--- config.mk ---
export PLATFORM = sky130hd
export DESIGN_NAME = rtc_controller
export DESIGN_NICKNAME = d
export VERILOG_FILES = /design/src/rtl/rtc_pkg.sv /design/src/rtl/rtc_tick_gen.sv /design/src/rtl/rtc_controller.sv
export SDC_FILE = /design/constraint.sdc
export NUM_CORES = 1
export LEC_CHECK = 0
export BUFFER_PORTS_ARGS = -buffer_cell sky130_fd_sc_hd__buf_2
export CAP_MARGIN = 5
export CORE_ASPECT_RATIO = 0.9
export CORE_MARGIN = 3
export CORE_UTILIZATION = 52
export DETAILED_ROUTE_END_ITERATION = 10
export HOLD_SLACK_MARGIN = 0.03
export PLACE_DENSITY_LB_ADDON = 0.08
export SETUP_SLACK_MARGIN = 0.2
export SYNTH_ARGS = -nofsm -noshare
export SYNTH_HDL_FRONTEND = slang
export SYNTH_SLANG_ARGS = --single-unit
--- constraint.sdc ---
create_clock -name iclk -period 2.2 [get_ports iclk]
set_clock_uncertainty 0.1 [all_clocks]
set_input_delay 0.22 -clock iclk [delete_from_list [all_inputs] [get_ports iclk]]
set_output_delay 0.22 -clock iclk [all_outputs]
set_load 0.005 [all_outputs]
--- src/rtl/rtc_pkg.sv ---
// ----------------------------------------------------------------------------
// rtc_pkg
// Shared types and constants for the real-time-clock controller.
//   rtc_state_e : set-mode FSM state encoding (RUN=0, SET_HR=1, SET_MIN=2)
//   HR_MAX / MIN_MAX / SEC_MAX : last legal value of each time field
//   *_W : field widths
// Optional feature macro used by rtc_controller: RTC_CONTROLLER_ALARM_EN
// ----------------------------------------------------------------------------
package rtc_pkg;

    localparam int unsigned HR_W    = 5;
    localparam int unsigned MIN_W   = 6;
    localparam int unsigned SEC_W   = 6;
    localparam int unsigned STATE_W = 2;

    localparam logic [HR_W-1:0]  HR_MAX  = 5'd23;
    localparam logic [MIN_W-1:0] MIN_MAX = 6'd59;
    localparam logic [SEC_W-1:0] SEC_MAX = 6'd59;

    typedef enum logic [STATE_W-1:0] {
        StRun    = 2'd0,
        StSetHr  = 2'd1,
        StSetMin = 2'd2
    } rtc_state_e;

endpackage

--- src/rtl/rtc_tick_gen.sv ---
// ----------------------------------------------------------------------------
// rtc_tick_gen
// Prescaler producing a one-cycle registered tick every CLK_DIV clocks.
// Ports:
//   iclk : clock (posedge)
//   rst  : synchronous active-high reset
//   hold : while high, count is forced to 0 and tick stays low
//   tick : high for exactly the one cycle in which the count equals CLK_DIV-1
// Parameter:
//   CLK_DIV : tick period in iclk cycles, 2..65536
// ----------------------------------------------------------------------------
module rtc_tick_gen #(
    parameter int unsigned CLK_DIV = 25
) (
    input  logic iclk,
    input  logic rst,
    input  logic hold,
    output logic tick
);

    localparam int unsigned     CntW   = (CLK_DIV > 2) ? $clog2(CLK_DIV) : 1;
    localparam logic [CntW-1:0] CntMax = CntW'(CLK_DIV - 1);

    logic [CntW-1:0] r_cnt;
    logic [CntW-1:0] w_cnt_next;
    logic            r_tick;

    always_comb begin
        w_cnt_next = r_cnt + CntW'(1);
        if (hold || (r_cnt == CntMax)) begin
            w_cnt_next = '0;
        end
    end

    // tick is registered from the next count so it lines up with count==CLK_DIV-1
    always_ff @(posedge iclk) begin
        if (rst) begin
            r_cnt  <= '0;
            r_tick <= 1'b0;
        end else begin
            r_cnt  <= w_cnt_next;
            r_tick <= !hold && (w_cnt_next == CntMax);
        end
    end

    assign tick = r_tick;

endmodule

--- src/rtl/rtc_controller.sv ---
// ----------------------------------------------------------------------------
// rtc_controller
// 24-hour HH:MM:SS clock with a button-driven set mode.
// Ports:
//   iclk     : clock (posedge)
//   rst      : synchronous active-high reset
//   mode_btn : one-cycle pulse, cycles RUN -> SET_HR -> SET_MIN -> RUN
//   inc_btn  : one-cycle pulse, increments the field being set
//   hr/min/sec : current time
//   state    : FSM state (RUN=0, SET_HR=1, SET_MIN=2)
//   tick     : registered one-cycle 1 s pulse
// Optional (macro RTC_CONTROLLER_ALARM_EN):
//   alarm_hr, alarm_min, alarm_arm : alarm time and enable
//   alarm    : registered one-cycle pulse when running time reaches HH:MM:00
// Parameter:
//   CLK_DIV : iclk cycles per second, 2..65536
// ----------------------------------------------------------------------------
module rtc_controller #(
    parameter int unsigned CLK_DIV = 25
) (
    input  logic       iclk,
    input  logic       rst,
    input  logic       mode_btn,
    input  logic       inc_btn,
    output logic [4:0] hr,
    output logic [5:0] min,
    output logic [5:0] sec,
    output logic [1:0] state,
    output logic       tick
`ifdef RTC_CONTROLLER_ALARM_EN
    ,
    input  logic [4:0] alarm_hr,
    input  logic [5:0] alarm_min,
    input  logic       alarm_arm,
    output logic       alarm
`endif
);

    import rtc_pkg::*;

    rtc_state_e       r_state, w_state_next;
    logic [HR_W-1:0]  r_hr, w_hr_next;
    logic [MIN_W-1:0] r_min, w_min_next;
    logic [SEC_W-1:0] r_sec, w_sec_next;
    logic             w_tick;
    logic             w_hold;
    logic             w_advance;

    // Hold also on the mode press itself: entering set mode must not leave a
    // tick behind, and leaving it must restart the prescaler from exactly 0.
    assign w_hold = (r_state != StRun) || mode_btn;

    rtc_tick_gen #(
        .CLK_DIV (CLK_DIV)
    ) u_tick_gen (
        .iclk (iclk),
        .rst  (rst),
        .hold (w_hold),
        .tick (w_tick)
    );

    assign w_advance = (r_state == StRun) && w_tick;

    always_comb begin
        w_state_next = r_state;
        if (mode_btn) begin
            unique case (r_state)
                StRun:    w_state_next = StSetHr;
                StSetHr:  w_state_next = StSetMin;
                StSetMin: w_state_next = StRun;
                default:  w_state_next = StRun;
            endcase
        end
    end

    always_comb begin
        w_hr_next  = r_hr;
        w_min_next = r_min;
        w_sec_next = r_sec;
        unique case (r_state)
            StRun: begin
                if (w_tick) begin
                    if (r_sec >= SEC_MAX) begin
                        w_sec_next = '0;
                        if (r_min >= MIN_MAX) begin
                            w_min_next = '0;
                            w_hr_next  = (r_hr >= HR_MAX) ? '0 : r_hr + HR_W'(1);
                        end else begin
                            w_min_next = r_min + MIN_W'(1);
                        end
                    end else begin
                        w_sec_next = r_sec + SEC_W'(1);
                    end
                end
            end
            StSetHr: begin
                // mode_btn wins over a coincident inc_btn
                if (inc_btn && !mode_btn) begin
                    w_hr_next = (r_hr >= HR_MAX) ? '0 : r_hr + HR_W'(1);
                end
            end
            StSetMin: begin
                if (mode_btn) begin
                    w_sec_next = '0;
                end else if (inc_btn) begin
                    w_min_next = (r_min >= MIN_MAX) ? '0 : r_min + MIN_W'(1);
                end
            end
            default: begin
                w_hr_next  = r_hr;
                w_min_next = r_min;
                w_sec_next = r_sec;
            end
        endcase
    end

    always_ff @(posedge iclk) begin
        if (rst) begin
            r_state <= StRun;
            r_hr    <= '0;
            r_min   <= '0;
            r_sec   <= '0;
        end else begin
            r_state <= w_state_next;
            r_hr    <= w_hr_next;
            r_min   <= w_min_next;
            r_sec   <= w_sec_next;
        end
    end

`ifdef RTC_CONTROLLER_ALARM_EN
    logic r_alarm;

    // Only a running-time advance can fire; values loaded in set mode cannot.
    always_ff @(posedge iclk) begin
        if (rst) begin
            r_alarm <= 1'b0;
        end else begin
            r_alarm <= alarm_arm && w_advance && (w_hr_next == alarm_hr) &&
                       (w_min_next == alarm_min) && (w_sec_next == '0);
        end
    end

    assign alarm = r_alarm;
`else
    // Default build: no alarm state; w_advance only feeds the alarm path.
    logic w_unused;
    assign w_unused = w_advance;
`endif

    assign hr    = r_hr;
    assign min   = r_min;
    assign sec   = r_sec;
    assign state = r_state;
    assign tick  = w_tick;

endmodule

# Word level (Yosys, flattened, before mapping)
# Index checks and enable logic that the tools add are counted.
[totals]
reg_bits = 25
latch_bits = 0
ram_bits = 0
mem_bits_ro = 0
inputBits = 4
word_cells = 55
mem_count = 0
[classes]
addsub = 4
multipliers = 0
div_mod_pow = 0
order_cmp = 3
eq_ne = 11
shifts = 0
n_mux = 18
n_bitwise = 0
reduce_logical = 13
[ops]
columns = ["cell", "n"]
rows = [
  ["2-to-1 mux 6 bit", 8],
  ["2-to-1 mux 5 bit", 6],
  ["case mux 6 bit (2 select lines)", 2],
  ["adder 6 x 1 -> 6 bit (second input constant)", 2],
  ["greater-or-equal comparator 6 bit (second input constant)", 2],
  ["adder 5 x 1 -> 5 bit (second input constant)", 2],
  ["equality test 5 bit (second input constant)", 2],
  ["case mux 5 bit (2 select lines)", 1],
  ["AND reduction 5 bit", 2],
  ["inequality test 2 bit (second input constant)", 4],
  ["inequality test 2 x 1 -> 1 bit (second input constant)", 3],
  ["nonzero test 2 bit", 3],
  ["greater-or-equal comparator 5 bit (second input constant)", 1],
  ["case mux 2 bit (2 select lines)", 1],
  ["AND reduction 3 bit", 1],
  ["equality test 2 x 1 -> 1 bit (second input constant)", 1],
  ["equality test 2 bit (second input constant)", 1],
  ["logical AND 1 bit", 2],
  ["logical NOT 1 bit", 2],
  ["logical NOT 2 bit", 1],
  ["logical OR 1 bit", 2],
]

# Longest topological paths before layout
[depth]
word_depth = 6
mapped_depth = 6
mapped_depth_nobuf = 6

# Modules after synthesis
# From an unflattened synthesis, not the netlist that was laid out.
[unflattened]
cells_unflattened = 148
area_unflattened_um2 = 1335.0
[modules_own_cells]
columns = ["module", "n_inst", "cells_each", "area_per_inst_um2", "seq_area_each_um2"]
rows = [
  ["rtc_controller", 1, 119, 1066.0, 380.4],
  ["rtc_tick_gen", 1, 29, 269.0, 120.1],
]

# Worst setup path before layout
# Ideal clock, no wire load.
[synth_timing]
path_type = "flip-flop to flip-flop"
start = "register r_sec[0] (netlist: sec[0])"
end = "register r_min[3] (netlist: min[3])"
arrival_ns = 1.668
required_ns = 2.029
slack_ns = 0.361
stages_incl_launch_ff = 6
path_buffers = 0
synth_period_minus_slack_ns = 1.839
cell_sequence = "dfxtp_1 ha_1 o2111ai_4 o31a_4 or4_1 a21oi_1"
[synth_via]
elab_chain_len = 3
[synth_rtl]
columns = ["item", "line", "source"]
rows = [
  ["start: declaration", "rtc_controller.sv:44", "logic [SEC_W-1:0] r_sec, w_sec_next;"],
  ["start signal: assignment", "rtc_controller.sv:127", "r_sec <= w_sec_next;"],
  ["greater-or-equal comparator 6 bit", "rtc_controller.sv:83", "if (r_sec >= SEC_MAX) begin"],
  ["inequality test 2 x 1 -> 1 bit (no source line)", "--", ""],
  ["AND reduction 5 bit (no source line)", "--", ""],
  ["end signal: assignment", "rtc_controller.sv:126", "r_min <= w_min_next;"],
  ["end: declaration", "rtc_controller.sv:43", "logic [MIN_W-1:0] r_min, w_min_next;"],
]
# Every way passes these cells.
# A chain may end at the register's enable or synchronous reset.

# Worst setup path in the final report
[layout_timing]
start = "register r_min[0] (netlist: min[0])"
end = "register r_hr[0] (netlist: hr[0])"
[layout_via]
elab_chain_len = 3
[layout_rtl]
columns = ["item", "line", "source"]
rows = [
  ["greater-or-equal comparator 6 bit", "rtc_controller.sv:85", "if (r_min >= MIN_MAX) begin"],
  ["inequality test 2 x 1 -> 1 bit (no source line)", "--", ""],
  ["AND reduction 5 bit (no source line)", "--", ""],
  ["end signal: assignment", "rtc_controller.sv:125", "r_hr <= w_hr_next;"],
  ["end: declaration", "rtc_controller.sv:42", "logic [HR_W-1:0] r_hr, w_hr_next;"],
]
# Every way passes these cells.

==> impl_results.md <==
- Outcome: completed
- CP peak stage delay: 0.52 ns
- Core Region: 2260 sq um
- Tcrit/Tclk final: 0.882
- Worst-margin pin slew: 0.515 ns
- # hold bufs at CTS: 0
- Total track usage: 0.181
- Hold Path Class: input port to flip-flop
- Worst Path Arrival: 2.07 ns
- Crit start category: flip-flop
- Power Density: 498 nW/um^2
- Post-synth net total: 156
- Area occupied by multi-input gates: 758 sq um
- Die area: 3130 sq um
- Worst setup EP type: flip-flop
- Synth Instances: 147
- Synthesis-stage register bit count: 25
- Commonest cells in the netlist: dfxtp_1 (25), nor2_1 (19), nand3_1 (10), inv_1 (9)
- Post-synthesis sequential area ratio: 0.386
- Area contributors post-synth: dfxtp_1 (39%), nor2_1 (5.5%), ha_1 (4.8%)
- Via count: 1170
- Drt total wl: 2.70 mm
- Slew margin rel.: 0.647
- Fill cell count: 198
- CP bufs+invs: 1
- DP HPWL: 1.98 mm
- Starting DRT DRC Count: 34
- Mean Syn Cell Area: 8.82 sq um
- Post-synth EDFFs: 0
- Asr flop ratio synth: 0
- Die width: 58.6 microns
- Root Buffer: clkbuf_4
- Initial antenna violation count: 0
- Post-synth top area share: 0.386
- Leakage: 0.568 nW
- Final min period: 1.94 ns
- Main synth FF type: dfxtp_1
- Die H: 53.4 microns
- CP delay by family, top: compound AO/OA/AOI/OAI gates
- I/O Buffers: 23
- Final setup vio count: 0
- Utilization of the core after routing: 0.665
- Remaining DRCs: 0
- # H-tree levels: 1
- CTS sink cnt: 25
- Fin nets: 184
- Initial DRT Pass Iterations: 4
- First-pass GRT wire length: 4.47 mm
- Remaining Overflow, GRT: 0
- CP Max Fanout: 5
- # diodes: 0
- Flip-flop and latch area: 502 sq um
- Final Max Slew Viols: 0
- FP Rows: 16
- Drt wl/cell: 13.4 microns
- Largest net degree at the start of global routing: 17
- Peak supply drop: 0.556 mV
- Final Hold Fails: 0
- Fin Hold WS: 0.119 ns
- Placer Congestion: 0.903
- Area delta synth->final: 16.0%
- Cell Area, Synth: 1300 sq um
- CTS tree: built
- Worst-path cell chain: ha_2 > o2111ai_1 > o41a_1 > buf_4 > o21ai_0 > a21oi_1
- Io pins: 24
- Final cell count without fillers: 201
- Most numerous cell in the Yosys netlist: dfxtp_1
- Worst-path cell with the longest stage delay: o41a_1
- Remaining antenna violation count after routing: 0
- Synth cell types: 43
- Area leader, netlist: dfxtp_1
- Vias in the first global route: 1022
- Worst-skew pair later-pin latency: 0.33 ns
- Fraction of layout instances using a drive strength above 1: 0.236
- Reg clk slew, reported paths: 0.15 ns
- Yosys warnings: 0
- Required time worst endpoint: 2.33 ns
- Unrepaired setup endpoints after global routing: yes
- Num CTS Buffers: 3
- Number of vias per cell: 5.82
- Critical path class: flip-flop to flip-flop
- Max-cap viol count: 0
- Starting Density: 0.573
- Peak Freq: 516 MHz
- TNS Setup: 0 ns
- Max Root-Sink Buffers: 2
- DP Cell Count: 195
[cells in the final DEF (no fill, tap or decap), types with 5 or more instances in the layout]
| master | synthesis | final |
|---|---|---|
| dfxtp_1 | 25 | 24 |
| buf_2 | 1 | 23 |
| nor2_1 | 19 | 19 |
| nand3_1 | 10 | 10 |
| inv_1 | 9 | 9 |
| a21oi_1 | 8 | 8 |
| nand2_1 | 8 | 8 |
| o21ai_0 | 6 | 6 |
| xnor2_1 | 5 | 5 |
[worst reg2reg max path, cell delays in order, from the launching register on]
cell,delay [ns]
dfxtp_1,0.41
ha_2,0.24
o2111ai_1,0.17
o41a_1,0.52
buf_4,0.17
o21ai_0,0.14
a21oi_1,0.09
[per-layer routing]
layer | vias up | part of all wire | track usage
li1 | 595 | - | -
met1 | 536 | 0.50 | 0.252
met2 | 37 | 0.44 | 0.283
met3 | 2 | 0.053 | 0.0488
met4 | 0 | 0.0048 | 0.0264
met5 | - | 0 | 0
[state kept, by name, summed over array words and instances, names as in the netlist]
signal	flops
sec	6
min	6
u_tick_gen.tick	1
hr	5
state	2
u_tick_gen.r_cnt	5
[path summary, 6_finish.rpt]
check                                      start                        endpoint  slack (ns)  cells after the start
setup reg to reg             min[0]$_SDFFE_PP0P_              hr[0]$_SDFFE_PP0P_        0.26                      6
hold reg to reg   u_tick_gen.r_cnt[0]$_SDFF_PP0_  u_tick_gen.r_cnt[0]$_SDFF_PP0_        0.40                      1
setup / recovery             min[0]$_SDFFE_PP0P_              hr[0]$_SDFFE_PP0P_        0.26                      6
hold / removal                               rst           state[0]$_SDFFE_PP0P_        0.12                      2
[per-stage QoR]
stage	area, sq um	power (mW)	worst slack (ns)
after global routing	1500	0.781	0.131
after detailed placement	1440	0.535	0.288
final	1500	0.749	0.260
after floorplan	1300	0.515	0.361
after CTS	1480	0.755	0.242
after global placement	1440	0.533	0.327
[cell type report]
cell class              instances  area share
inverters                       9      0.0225
well taps                      27      0.0225
flip-flops and latches         25       0.334
clock inverters                 1     0.00582
clock buffers                   3      0.0150
repair buffers                 27      0.0965
multi-input cells             109       0.504
[power breakdown]
group | leakage (nW) | internal [mW] | switching [mW]
sequential | 0.202 | 0.459 | 0.0139
combinational | 0.347 | 0.0219 | 0.0332
clock | 0.0183 | 0.0740 | 0.147
total | 0.568 | 0.555 | 0.194
[what timing repair did]
action / CTS / global route
buffers inserted: 0 / 2
resized for setup: 0 / 4
setup endpoints to repair: 0 / 8
[logic make-up after synthesis]
logic type,share of synthesized area
xor gates and xnor gates,0.0541
buffers and inverters,0.0386
muxes,0.0319
DFF,0.386
AOI/OAI and AO/OA,0.211
adders and majority gates,0.0483
and+or+nand+nor,0.230
Power figures use the tool's default switching activity.
